### config.mk
export PLATFORM = sky130hd
export DESIGN_NAME = sevseg_scan_sequencer
export DESIGN_NICKNAME = d
export VERILOG_FILES = /design/src/rtl/sevseg_pkg.sv /design/src/rtl/sevseg_hex_decoder.sv /design/src/rtl/sevseg_scan_sequencer.sv
export SDC_FILE = /design/constraint.sdc
export NUM_CORES = 1
export LEC_CHECK = 0
export ABC_AREA = 1
export CAP_MARGIN = 20
export CORE_AREA = 2 2 103 105
export CTS_BUF_LIST = sky130_fd_sc_hd__clkbuf_4
export CTS_CLUSTER_SIZE = 8
export DETAILED_ROUTE_END_ITERATION = 10
export DIE_AREA = 0 0 105 107
export SKIP_CTS_REPAIR_TIMING = 1
export SYNTH_ARGS = -nofsm -noshare
export SYNTH_HDL_FRONTEND = slang
export SYNTH_SLANG_ARGS = --single-unit
### constraint.sdc
create_clock -name CLK -period 2.2 [get_ports CLK]
set_clock_uncertainty 0.2 [all_clocks]
set_input_delay 0.33 -clock CLK [delete_from_list [all_inputs] [get_ports CLK]]
set_output_delay 0.33 -clock CLK [all_outputs]
set_load 0.1 [all_outputs]
### src/rtl/sevseg_pkg.sv
// rtl/sevseg_pkg.sv - shared types and constants for the seven-segment scan sequencer
package sevseg_pkg;

  typedef enum logic [1:0] {
    ST_IDLE  = 2'd0,
    ST_LOAD  = 2'd1,
    ST_BLANK = 2'd2,
    ST_DRIVE = 2'd3
  } state_t;

  localparam logic [7:0] SEG_BLANK  = 8'hFF;
  localparam logic [3:0] SEL_NONE   = 4'hF;
  localparam int         NUM_DIGITS = 4;

endpackage

### src/rtl/sevseg_hex_decoder.sv
// rtl/sevseg_hex_decoder.sv - combinational hex nibble to active-low {g,f,e,d,c,b,a} segments
module sevseg_hex_decoder (
  input  logic [3:0] i_hex,
  output logic [6:0] o_seg
);

  always_comb begin
    o_seg = 7'h7F;
    case (i_hex)
      4'h0: o_seg = 7'h40;
      4'h1: o_seg = 7'h79;
      4'h2: o_seg = 7'h24;
      4'h3: o_seg = 7'h30;
      4'h4: o_seg = 7'h19;
      4'h5: o_seg = 7'h12;
      4'h6: o_seg = 7'h02;
      4'h7: o_seg = 7'h78;
      4'h8: o_seg = 7'h00;
      4'h9: o_seg = 7'h10;
      4'hA: o_seg = 7'h08;
      4'hB: o_seg = 7'h03;
      4'hC: o_seg = 7'h46;
      4'hD: o_seg = 7'h21;
      4'hE: o_seg = 7'h06;
      4'hF: o_seg = 7'h0E;
      default: o_seg = 7'h7F;
    endcase
  end

endmodule

### src/rtl/sevseg_scan_sequencer.sv
// rtl/sevseg_scan_sequencer.sv - 4-digit seven-segment scan: per-frame snapshot, blank then drive each digit
// Optional PWM dimming via BRIGHTNESS when SEVSEG_DIM_EN is defined.
module sevseg_scan_sequencer
  import sevseg_pkg::*;
#(
  parameter int DIGIT_PERIOD = 100000,
  parameter int BLANK_CYCLES = 500
) (
  input  logic       CLK,
  input  logic       RESET,
  input  logic       EN,
  input  logic [7:0] DIGITS_LO,
  input  logic [7:0] DIGITS_HI,
  input  logic [3:0] DOTS,
`ifdef SEVSEG_DIM_EN
  input  logic [3:0] BRIGHTNESS,
`endif
  output logic [3:0] SEG_SELECT,
  output logic [7:0] DEC_OUT,
  output logic       FRAME_DONE
);

  localparam int TW = (DIGIT_PERIOD > 2) ? $clog2(DIGIT_PERIOD) : 1;
  localparam logic [TW-1:0] BLANK_LOAD = TW'(BLANK_CYCLES - 1);
  localparam logic [TW-1:0] DRIVE_LOAD = TW'(DIGIT_PERIOD - BLANK_CYCLES - 1);
  localparam logic [1:0]    LAST_IDX   = 2'(NUM_DIGITS - 1);

  if (BLANK_CYCLES < 1 || BLANK_CYCLES >= DIGIT_PERIOD) begin : g_bad_params
    $error("sevseg_scan_sequencer: need 1 <= BLANK_CYCLES < DIGIT_PERIOD");
  end

  state_t          r_state, w_state_next;
  logic [1:0]      r_idx, w_idx_next;
  logic [TW-1:0]   r_timer, w_timer_next;
  logic [15:0]     r_digits;
  logic [3:0]      r_dots;
  logic [3:0]      r_sel, w_sel_next;
  logic [7:0]      r_dec, w_dec_next;
  logic            r_done, w_done_next;
  logic            w_load_shadow;
  logic [3:0]      w_nibble;
  logic [6:0]      w_seg;

`ifdef SEVSEG_DIM_EN
  logic [3:0]      r_bright;
  logic [3:0]      r_pwm, w_pwm_next;

  assign w_pwm_next = (r_state == ST_DRIVE) ? r_pwm + 4'd1 : 4'd0;
`endif

  assign w_nibble = r_digits[{r_idx, 2'b00} +: 4];

  sevseg_hex_decoder u_decoder (
    .i_hex (w_nibble),
    .o_seg (w_seg)
  );

  // Timer holds remaining cycles minus one; reloaded whenever a timed state is entered.
  always_comb begin
    w_state_next  = r_state;
    w_idx_next    = r_idx;
    w_timer_next  = r_timer;
    w_done_next   = 1'b0;
    w_load_shadow = 1'b0;
    if (!EN) begin
      w_state_next = ST_IDLE;
    end else begin
      case (r_state)
        ST_IDLE: w_state_next = ST_LOAD;
        ST_LOAD: begin
          w_state_next  = ST_BLANK;
          w_timer_next  = BLANK_LOAD;
          w_idx_next    = 2'd0;
          w_load_shadow = 1'b1;
        end
        ST_BLANK: begin
          if (r_timer == '0) begin
            w_state_next = ST_DRIVE;
            w_timer_next = DRIVE_LOAD;
          end else begin
            w_timer_next = r_timer - 1'b1;
          end
        end
        ST_DRIVE: begin
          if (r_timer == '0) begin
            w_timer_next = BLANK_LOAD;
            if (r_idx == LAST_IDX) begin
              w_state_next = ST_LOAD;
              w_done_next  = 1'b1;
            end else begin
              w_state_next = ST_BLANK;
              w_idx_next   = r_idx + 2'd1;
            end
          end else begin
            w_timer_next = r_timer - 1'b1;
          end
        end
        default: w_state_next = ST_IDLE;
      endcase
    end
  end

  // Outputs are computed from the state being entered so the pins line up with the state register.
  always_comb begin
    w_sel_next = SEL_NONE;
    w_dec_next = SEG_BLANK;
    if (w_state_next == ST_DRIVE) begin
      w_sel_next = ~(4'b0001 << r_idx);
      w_dec_next = {~r_dots[r_idx], w_seg};
`ifdef SEVSEG_DIM_EN
      if (w_pwm_next > r_bright) begin
        w_dec_next = SEG_BLANK;
      end
`endif
    end
  end

  always_ff @(posedge CLK or negedge RESET) begin
    if (!RESET) begin
      r_state  <= ST_IDLE;
      r_idx    <= 2'd0;
      r_timer  <= '0;
      r_digits <= 16'h0000;
      r_dots   <= 4'h0;
      r_sel    <= SEL_NONE;
      r_dec    <= SEG_BLANK;
      r_done   <= 1'b0;
    end else begin
      r_state <= w_state_next;
      r_idx   <= w_idx_next;
      r_timer <= w_timer_next;
      r_sel   <= w_sel_next;
      r_dec   <= w_dec_next;
      r_done  <= w_done_next;
      if (w_load_shadow) begin
        r_digits <= {DIGITS_HI, DIGITS_LO};
        r_dots   <= DOTS;
      end
    end
  end

`ifdef SEVSEG_DIM_EN
  always_ff @(posedge CLK or negedge RESET) begin
    if (!RESET) begin
      r_bright <= 4'h0;
      r_pwm    <= 4'h0;
    end else begin
      r_pwm <= w_pwm_next;
      if (w_load_shadow) begin
        r_bright <= BRIGHTNESS;
      end
    end
  end
`endif

  assign SEG_SELECT = r_sel;
  assign DEC_OUT    = r_dec;
  assign FRAME_DONE = r_done;

endmodule

==> flow_metrics.env <==
export IMPL_outcome="finished clean"
export IMPL_htreeDepth=2
export IMPL_clock_sinks=54
export IMPL_hpwl_um=4430
export IMPL_crit_top_cell="nand2_1"
export IMPL_fmax_mhz=506
export IMPL_ys_flop_type="dfrtp_1"
export IMPL_overflow=0
export IMPL_critPathTopFamily="simple AND/OR/NAND/NOR gates"
export IMPL_routed_via_density=4.35
export IMPL_dpl_worst_slack_ns=0.0434
export IMPL_rows=37
export IMPL_drt_first_iter_violations=130
export IMPL_cap_violations=0
export IMPL_holdWs_ns=0.205
export IMPL_synth_xor_area_share_pct=2.67
export IMPL_final_common_cell="nand2_1"
export IMPL_finalHoldViolCount=0
export IMPL_clk_latency_ns=0.38
export IMPL_crit_path_start="r_timer[0]"
export IMPL_grt_pass1_vias=2101
export IMPL_dpl_cell_area_um2=3650
export IMPL_async_reset_ff_share_pct=100
export IMPL_synthCells=342
export IMPL_rr_startpoint="r_timer[0]"
export IMPL_synth_edff_count=0
export IMPL_antenna_found_initial=1
export IMPL_power_per_cell_area_nw_per_um2=842
export IMPL_ys_ff_latch=54
export IMPL_max_slew_margin_pct=67.9
export IMPL_cts_buffers=5
export IMPL_place_congestion=0.802
export IMPL_wl_per_cell_um=11.1
export IMPL_min_period_over_period_pct=89.8
export IMPL_path_clk_slew_ns=0.16
export IMPL_worst_slack_ns=0.224
export IMPL_ys_seq_area_share_pct=46.2
export IMPL_synth_fp_nets=377
export IMPL_start_util_pct=29.3
export IMPL_dieArea_um2=11200
export IMPL_final_cell_area_um2=3730
export IMPL_setup_viol=0
export IMPL_crit_chain="inv_1 -> ha_1 -> nand2_1 -> nor2_2 -> nand2_1 -> nor3_1 -> nand2_1 -> nand2_1 -> nor2_1"
export IMPL_core_um2=10100
export IMPL_crit_type="reg -> reg"
export IMPL_die_w_um=105
export IMPL_dp_cells=515
export IMPL_area_growth_pct=26.2
export IMPL_synth_adder_area_share_pct=5.08
export IMPL_portBuffers=35
export IMPL_max_stage_delay_ns=0.40
export IMPL_drtPass1Iterations=4
export IMPL_rsz0062_at_grt="no"
export IMPL_maxSlewViolCount=0
export IMPL_vias=2286
export IMPL_start_kind="flop"
export IMPL_pin_count=36
export IMPL_most_common_layout_cells="nand2_1 (102), dfrtp_1 (42), nor2_1 (38), inv_1 (28), clkdlybuf4s50_1 (21)"
export IMPL_cp_max_fo=6
export IMPL_critPathRequiredTime_ns=2.29
export IMPL_clockRootBuffer="clkbuf_4"
export IMPL_drc_errors=0
export IMPL_worstMarginPinSlew_ns=0.481
export IMPL_slowest_stage="dfrtp_1"
export IMPL_ys_types=33
export IMPL_synth_compound_area_share_pct=5.59
export IMPL_fin_nets=422
export IMPL_postSynthAreaPerCell_um2=8.64
export IMPL_cp_num_buf_inv=1
export IMPL_power_leakage_nw=1.74
export IMPL_arrival_ns=2.07
export IMPL_yosysWarnings=0
export IMPL_synth_top_family_by_area="simple AND/OR/NAND/NOR gates"
export IMPL_final_layout_size_suffix_gt1_share_pct=21.9
export IMPL_synth_simple_area_share_pct=27.9
export IMPL_hold_path_class="in -> async"
export IMPL_dieHeight_um=107
export IMPL_stdcell_count=525
export IMPL_track_usage_pct=10.7
export IMPL_netlist_area_um2=2960
export IMPL_final_antenna_net_count=0
export IMPL_cts_tree="yes"
export IMPL_period_needed_ns=1.98
export IMPL_synth_mux_area_share_pct=7.24
export IMPL_crit_path_end_kind="flop"
export IMPL_clockBufferDepth=2
export IMPL_max_vdd_ir_drop_mv=0.303
export IMPL_wirelength_um=5820
export IMPL_grt_pass1_wl_um=9760
export IMPL_setup_tns_ns=0
export IMPL_grt_max_degree=38
==> sequential cells by signal, summed over array words and instances (netlist names) <==
register    flops
FRAME_DONE      1
SEG_SELECT      4
r_dots          4
DEC_OUT         8
r_digits       16
r_timer        17
r_state         2
r_idx           2
==> metal layers <==
layer  wire, µm  GRT usage, %  up-vias
met5          0             0        -
met4        112          4.57        0
met3        229          2.86        8
met2       2600          16.2       42
met1       2880          14.5     1052
li1           -             -     1184
==> path summary, 6_finish.rpt <==
check,end,slack [ns],cells past startpoint
min in group CLK,r_digits[7],0.32,3
worst min-delay path,r_timer[7],0.21,2
worst min register to register,r_digits[7],0.33,2
max in group asynchronous,DEC_OUT[7],0.99,3
worst max-delay path,r_timer[14],0.22,9
worst max register to register,r_timer[14],0.22,9
==> cell families after synthesis <==
kind of cell	after synthesis
compound gates	27
xor+xnor	9
fa+ha+maj	12
buf+inv	37
flops	54
mux	19
simple gates	184
==> cells in the mapped netlist (2+ instances only) <==
cell type  instances  area (µm²)
dfrtp_1           42        1050
a21oi_1            5        25.0
o211ai_1           3        22.5
nor2_1            38         143
nor2_4             2        22.5
inv_1             28         105
nand3_1           20         100
nor3_1             2        10.0
o21ai_0           12        60.1
nand2_1          102         383
dfstp_2           12         315
xor2_1             8        70.1
buf_2              5        25.0
nand2_4            3        33.8
ha_1              12         150
nor2_2             6        37.5
o22ai_1            2        12.5
nand3_2            7        70.1
mux2_2            19         214
==> metrics by stage <==
step	total power, mW	utilization [%]
floorplan	2.31	-
global placement	2.65	36.2
detailed placement	2.68	36.2
CTS	3.18	36.9
global route	3.40	37.0
finish	3.14	37.0
==> layout make-up <==
type	count	area, µm²
fillers	1032	6360
multi-input cells	251	1430
flip-flops and latches	54	1370
repair buffers	46	586
well taps	136	170
inverters	29	109
clock buffers	5	37.5
clock inverters	3	28.8
diodes	1	2.50
==> power by group <==
group	total [mW]	internal, mW	leakage (nW)	switching, mW
Combinational	1.31	0.533	1.07	0.773
Clock	0.487	0.140	0.0377	0.347
Sequential	1.35	1.22	0.632	0.133
Total	3.14	1.89	1.74	1.25
Power figures use the tool's default switching activity.
